--- src/rtl/serial_adder_pkg.sv ---
// Shared state encoding for the bit-serial adder controller.
// Encoding 2'd3 is illegal and recovers to S_IDLE.
package serial_adder_pkg;

    localparam logic [1:0] S_IDLE  = 2'd0;
    localparam logic [1:0] S_SHIFT = 2'd1;
    localparam logic [1:0] S_DONE  = 2'd2;

    typedef enum logic [1:0] {
        ST_IDLE  = S_IDLE,
        ST_SHIFT = S_SHIFT,
        ST_DONE  = S_DONE
    } state_t;

endpackage

--- src/rtl/serial_adder_if.sv ---
// Start/ready/done handshake and operand/result bus between a requester and serial_adder_ctrl.
// SERIAL_ADDER_SUB_EN adds the 'sub' request qualifier.
interface serial_adder_if #(
    parameter int W = 8
);
    logic         start;
    logic [W-1:0] a;
    logic [W-1:0] b;
`ifdef SERIAL_ADDER_SUB_EN
    logic         sub;
`endif
    logic         ready;
    logic         busy;
    logic         done;
    logic [W-1:0] sum;
    logic         cout;

    modport master (
`ifdef SERIAL_ADDER_SUB_EN
        output sub,
`endif
        output start, a, b,
        input  ready, busy, done, sum, cout
    );

    modport slave (
`ifdef SERIAL_ADDER_SUB_EN
        input  sub,
`endif
        input  start, a, b,
        output ready, busy, done, sum, cout
    );
endinterface

--- src/rtl/serial_adder_fa_cell.sv ---
// Combinational 1-bit full adder shared by every bit position of the serial adder.
module fa_cell (
    input  logic i_x,
    input  logic i_y,
    input  logic i_z,
    output logic o_s,
    output logic o_c
);
    assign o_s = i_x ^ i_y ^ i_z;
    assign o_c = (i_x & i_y) | (i_x & i_z) | (i_y & i_z);
endmodule

--- src/rtl/serial_adder_ctrl.sv ---
// Bit-serial W-bit adder: accept edge to done is W+1 cycles, one op per W+2 cycles; start ignored unless ready.
// SERIAL_ADDER_SUB_EN enables subtraction (b inverted, carry-in 1) selected by bus.sub at start.
module serial_adder_ctrl
    import serial_adder_pkg::*;
#(
    parameter int W = 8
) (
    input  logic             clk,
    input  logic             rst,
    serial_adder_if.slave    bus
);
    localparam int CW = (W > 1) ? $clog2(W) : 1;

    state_t         r_state;
    state_t         w_next;
    logic [W-1:0]   r_a_sr;
    logic [W-1:0]   r_b_sr;
    logic [W-1:0]   r_sum_sr;
    logic [W-1:0]   r_sum;
    logic           r_carry;
    logic           r_cout;
    logic [CW-1:0]  r_cnt;
    logic           w_s;
    logic           w_c;
    logic           w_sub;
    logic           w_last;

`ifdef SERIAL_ADDER_SUB_EN
    assign w_sub = bus.sub;
`else
    assign w_sub = 1'b0;
`endif

    assign w_last = (r_cnt == CW'(W - 1));

    fa_cell u_fa (
        .i_x (r_a_sr[0]),
        .i_y (r_b_sr[0]),
        .i_z (r_carry),
        .o_s (w_s),
        .o_c (w_c)
    );

    always_ff @(posedge clk or posedge rst) begin
        if (rst) r_state <= ST_IDLE;
        else     r_state <= w_next;
    end

    always_comb begin
        w_next = r_state;
        case (r_state)
            ST_IDLE:  if (bus.start) w_next = ST_SHIFT;
            ST_SHIFT: if (w_last)    w_next = ST_DONE;
            ST_DONE:  w_next = ST_IDLE;
            default:  w_next = ST_IDLE;
        endcase
    end

    always_ff @(posedge clk or posedge rst) begin
        if (rst) begin
            r_a_sr   <= '0;
            r_b_sr   <= '0;
            r_sum_sr <= '0;
            r_carry  <= 1'b0;
            r_cnt    <= '0;
            r_sum    <= '0;
            r_cout   <= 1'b0;
        end else begin
            case (r_state)
                ST_IDLE: begin
                    if (bus.start) begin
                        r_a_sr  <= bus.a;
                        r_b_sr  <= w_sub ? ~bus.b : bus.b;
                        r_carry <= w_sub;
                        r_cnt   <= '0;
                    end
                end
                ST_SHIFT: begin
                    r_a_sr   <= r_a_sr >> 1;
                    r_b_sr   <= r_b_sr >> 1;
                    r_sum_sr <= {w_s, r_sum_sr[W-1:1]};
                    r_carry  <= w_c;
                    r_cnt    <= r_cnt + CW'(1);
                    // Result registers load on the last bit so they are already valid while done=1.
                    if (w_last) begin
                        r_sum  <= {w_s, r_sum_sr[W-1:1]};
                        r_cout <= w_c;
                    end
                end
                default: ;
            endcase
        end
    end

    assign bus.ready = (r_state == ST_IDLE);
    assign bus.busy  = (r_state == ST_SHIFT);
    assign bus.done  = (r_state == ST_DONE);
    assign bus.sum   = r_sum;
    assign bus.cout  = r_cout;

endmodule

--- src/flat_wrapper.sv ---
// flat-port wrapper written by rule: the top's interface ports become plain ports
module serial_adder_ctrl_flat import serial_adder_pkg::*;
#(
    parameter int W = 8
)
  (clk, rst, bus_start, bus_a, bus_b, bus_ready, bus_busy, bus_done, bus_sum, bus_cout);
  serial_adder_if #(.W(W)) bus_i ();
  input  logic clk;
  input  logic rst;
  input wire logic [$bits(bus_i.start)-1:0] bus_start;
  input wire logic [$bits(bus_i.a)-1:0] bus_a;
  input wire logic [$bits(bus_i.b)-1:0] bus_b;
  output wire logic [$bits(bus_i.ready)-1:0] bus_ready;
  output wire logic [$bits(bus_i.busy)-1:0] bus_busy;
  output wire logic [$bits(bus_i.done)-1:0] bus_done;
  output wire logic [$bits(bus_i.sum)-1:0] bus_sum;
  output wire logic [$bits(bus_i.cout)-1:0] bus_cout;
  assign bus_i.start = bus_start;
  assign bus_i.a = bus_a;
  assign bus_i.b = bus_b;
  assign bus_ready = bus_i.ready;
  assign bus_busy = bus_i.busy;
  assign bus_done = bus_i.done;
  assign bus_sum = bus_i.sum;
  assign bus_cout = bus_i.cout;
  serial_adder_ctrl #(.W(W)) u_core (.clk(clk), .rst(rst), .bus(bus_i));
endmodule
--- config.mk ---
export PLATFORM = sky130hd
export DESIGN_NAME = serial_adder_ctrl_flat
export DESIGN_NICKNAME = d
export VERILOG_FILES = /design/src/rtl/serial_adder_pkg.sv /design/src/rtl/serial_adder_if.sv /design/src/rtl/serial_adder_fa_cell.sv /design/src/rtl/serial_adder_ctrl.sv /design/src/flat_wrapper.sv
export SDC_FILE = /design/constraint.sdc
export NUM_CORES = 1
export LEC_CHECK = 0
export ABC_AREA = 1
export CORE_ASPECT_RATIO = 1.4
export CORE_MARGIN = 2
export CORE_UTILIZATION = 25
export DETAILED_ROUTE_END_ITERATION = 12
export PLACE_DENSITY = 0.55
export SETUP_SLACK_MARGIN = 0.4
export SYNTH_ARGS = -nofsm -noshare
export SYNTH_HDL_FRONTEND = slang
export SYNTH_SLANG_ARGS = --single-unit
export TNS_END_PERCENT = 5
--- constraint.sdc ---
create_clock -name clk -period 1.25 [get_ports clk]
set_input_delay 0.125 -clock clk [delete_from_list [all_inputs] [get_ports clk]]
set_output_delay 0.125 -clock clk [all_outputs]
set_load 0.01 [all_outputs]
==> results.toml <==
[placed_design]
place_area_um2 = 2257
gp_congestion = 0.7754
place_hpwl_um = 2581
portBuffers = 30

[layout]
drive_above_1_share_pct = 21.60
stdcell_area_um2 = 2472
area.growth.synth_to_final_pct = 42.57
num-nets-final = 271
diodes = 0
final_common_cell = "nand2_1"
final_cell_mix = "nand2_1, nand3_1, dfrtp_1"

[yosys]
muxShareOfSynthArea_pct = 0
ys_seq_area_share_pct = 54.83
yosysTopAreaCell = "dfrtp_1"
netlist_area_um2 = 1734
synth-xor-area-share_pct = 0
synth_seq_cells = 38
synth_warnings = 0
synth_nets = 222
synth_compound_area_share_pct = 6.566
synth_top_area_share_pct = 54.83
yosys.area_share.simple_pct = 26.70
avgSynthCellArea_um2 = 8.671
postSynthCellCount = 200
synth_cell_types = 18
ys_top_cells_by_area = "dfrtp_1, nand2_1, nand3_1"
synth_top_family_by_area = "simple AND/OR/NAND/NOR gates"
synth_fa_ha_area_share_pct = 2.597

[critical_path]
crit_chain = "inv_2 > nor2_4 > buf_4 > nand2_4 > buf_12 > nand2_1 > o21ai_2"
critPathBufInv = 3
r2r_setup_slack_ns = 0.06
crit_required_ns = 1.43
setup.worst_path.start = "u_core.r_state[0]$_DFFE_PP0P_"
cp-start-kind = "register"
cp-end-kind = "register"
worstPathArrival_ns = 1.37
crit_family = "flip-flops"
slowest_delay_ns = 0.43
critPathMaxFanout = 16
worstSetupPathType = "register to register"
r2r-start = "u_core.r_state[0]$_DFFE_PP0P_"
r2r_end = "u_core.bus.sum[1]$_DFFE_PP0P_"
ff2ff_path_depth = 7
crit_path_top_delay_cell = "dfrtp_1"
cp.depth = 7

[timing]
post-route-min-period_ns = 1.185
tightest_slew_ns = 0.2163
clock.fmax_mhz = 843.6
tns_ns = 0
finClkSkew_ns = 0.002818
slew-limit-headroom_pct = 85.58
slew_viol_final = 0
setup_viol = 0
rsz0062_at_grt = "yes"
finalHoldViolations = 0
fin_crit_sh_pct = 94.83

[global_route]
grt_pass1_wl_um = 6706
grt_pass1_vias = 1405
grt_overflow = 0
grt_max_degree = 39
grt_antenna_before_repair = 0
track_usage_pct = 11.55

[clocking]
hold_buffers = 0
cts_sinks = 38
cts_max_level = 2
cts_buffers = 5
cts_tree = "yes"
cts.clk_slew.worst_paths_ns = 0.07
clk_latency_ns = 0.28
clockBufferDepth = 2
cts_root_buffer = "clkbuf_8"

[power]
power.leakage_nw = 1.263
power.density_nw_per_um2 = 2199
power_mw = 5.436
peakVddDrop_v = 0.0007972

[worst_hold_path]
worst_hold_path_type = "input pin to asynchronous set/reset pin"

[floorplanning]
die_area_um2 = 7628
die_w_um = 74.39
rows = 35
num_io_pins = 31
die_y_um = 102.5
coreArea_um2 = 6656
start_util_pct = 26.05

[drt]
route.detailed.drc = 0
wl_per_cell_um = 11.12
vias = 1447
drtIter0Drc = 48
dr.pass1.iters = 4
viasPerCell = 4.231
routed_wl_um = 3802
postRouteAntennaNets = 0

[run_status]
status = "complete, no violations"

[run]
drv_cap = 0
synthesized netlist by cell type:
cell     count
ha_1         2
inv_2        2
nor2_4       1
nand2_1     59
inv_1       25
buf_4        1
a22oi_1      1
buf_2        6
a21oi_1      1
nor2_1       4
buf_6        2
o21ai_0      7
nand3_1     38
dfrtp_1     38
fa_1         1
o21ai_1      1
nand2_2      4
o21ai_2      7
sequential cells by signal, summed over array words and instances (netlist names):
register,count
u_core.r_cnt,3
u_core.r_b_sr,8
u_core.r_state,2
u_core.bus.cout,1
u_core.r_sum_sr,7
u_core.r_a_sr,8
u_core.r_carry,1
u_core.bus.sum,8
worst max path at each step:
stage	slack, ns	to
final	0.06	u_core.bus.sum[1]$_DFFE_PP0P_
after global routing	0.0001	u_core.bus.sum[3]$_DFFE_PP0P_
after CTS	0.06	u_core.bus.sum[1]$_DFFE_PP0P_
after detailed placement	-0.02	bus_ready
after global placement	-0.02	bus_ready
after floorplan	0.13	u_core.r_sum_sr[7]$_DFFE_PP0N_
kinds of logic (layout without fill, tap and decap cells):
logic type      count (synthesis)  in the layout
simple gates                  106            106
buf+inv                        36             86
compound gates                 17             17
flops                          38             38
fa+ha+maj                       3              3
power by group:
group / internal, mW / switching (mW) / leakage, nW
logic: 1.24 / 1.30 / 0.734
registers: 1.74 / 0.294 / 0.480
clock network: 0.445 / 0.414 / 0.0482
worst register-to-register path: stages, from the launching register on:
cell and delay [ns]:
dfrtp_1 0.43, inv_2 0.07, nor2_4 0.12, buf_4 0.14, nand2_4 0.05, buf_12 0.15
nand2_1 0.07, o21ai_2 0.05
area by class of cell:
type	instances	area, um^2
multi-input cells	126	690.7
repair buffers	51	521.8
clock inverters	1	5.005
clock buffers	7	86.33
well taps	92	115.1
inverters	27	101.3
fillers	704	4184
flip-flops and latches	38	952.2
metrics by stage:
stage	worst slack [ns]	hold WS, ns	util [%]	std cells
CTS	0.05957	0.1927	36.49	338
global placement	-0.01792	0.4597	33.91	327
finish	0.06461	0.1811	37.14	342
detailed placement	-0.02126	0.4667	33.91	327
floorplan	0.1272	0.2346	-	200
global route	0.0001054	0.2162	37.14	342
routing by layer:
layer	wire (um)	global-route usage [%]	vias up
li1	-	-	732
met1	1689	15.57	690
met2	1923	18.11	21
met3	130	2.933	4
met4	58	3.709	0
met5	0	0	-
timing repair:
| item | in CTS | in global routing |
|---|---|---|
| setup endpoints to repair | 50 | 50 |
| gates resized for setup | 33 | 4 |
| cloned | 3 | 0 |
| pin swaps | 1 | 2 |
| buffers inserted | 0 | 4 |
Note: power is estimated with default switching activity, not from simulation.
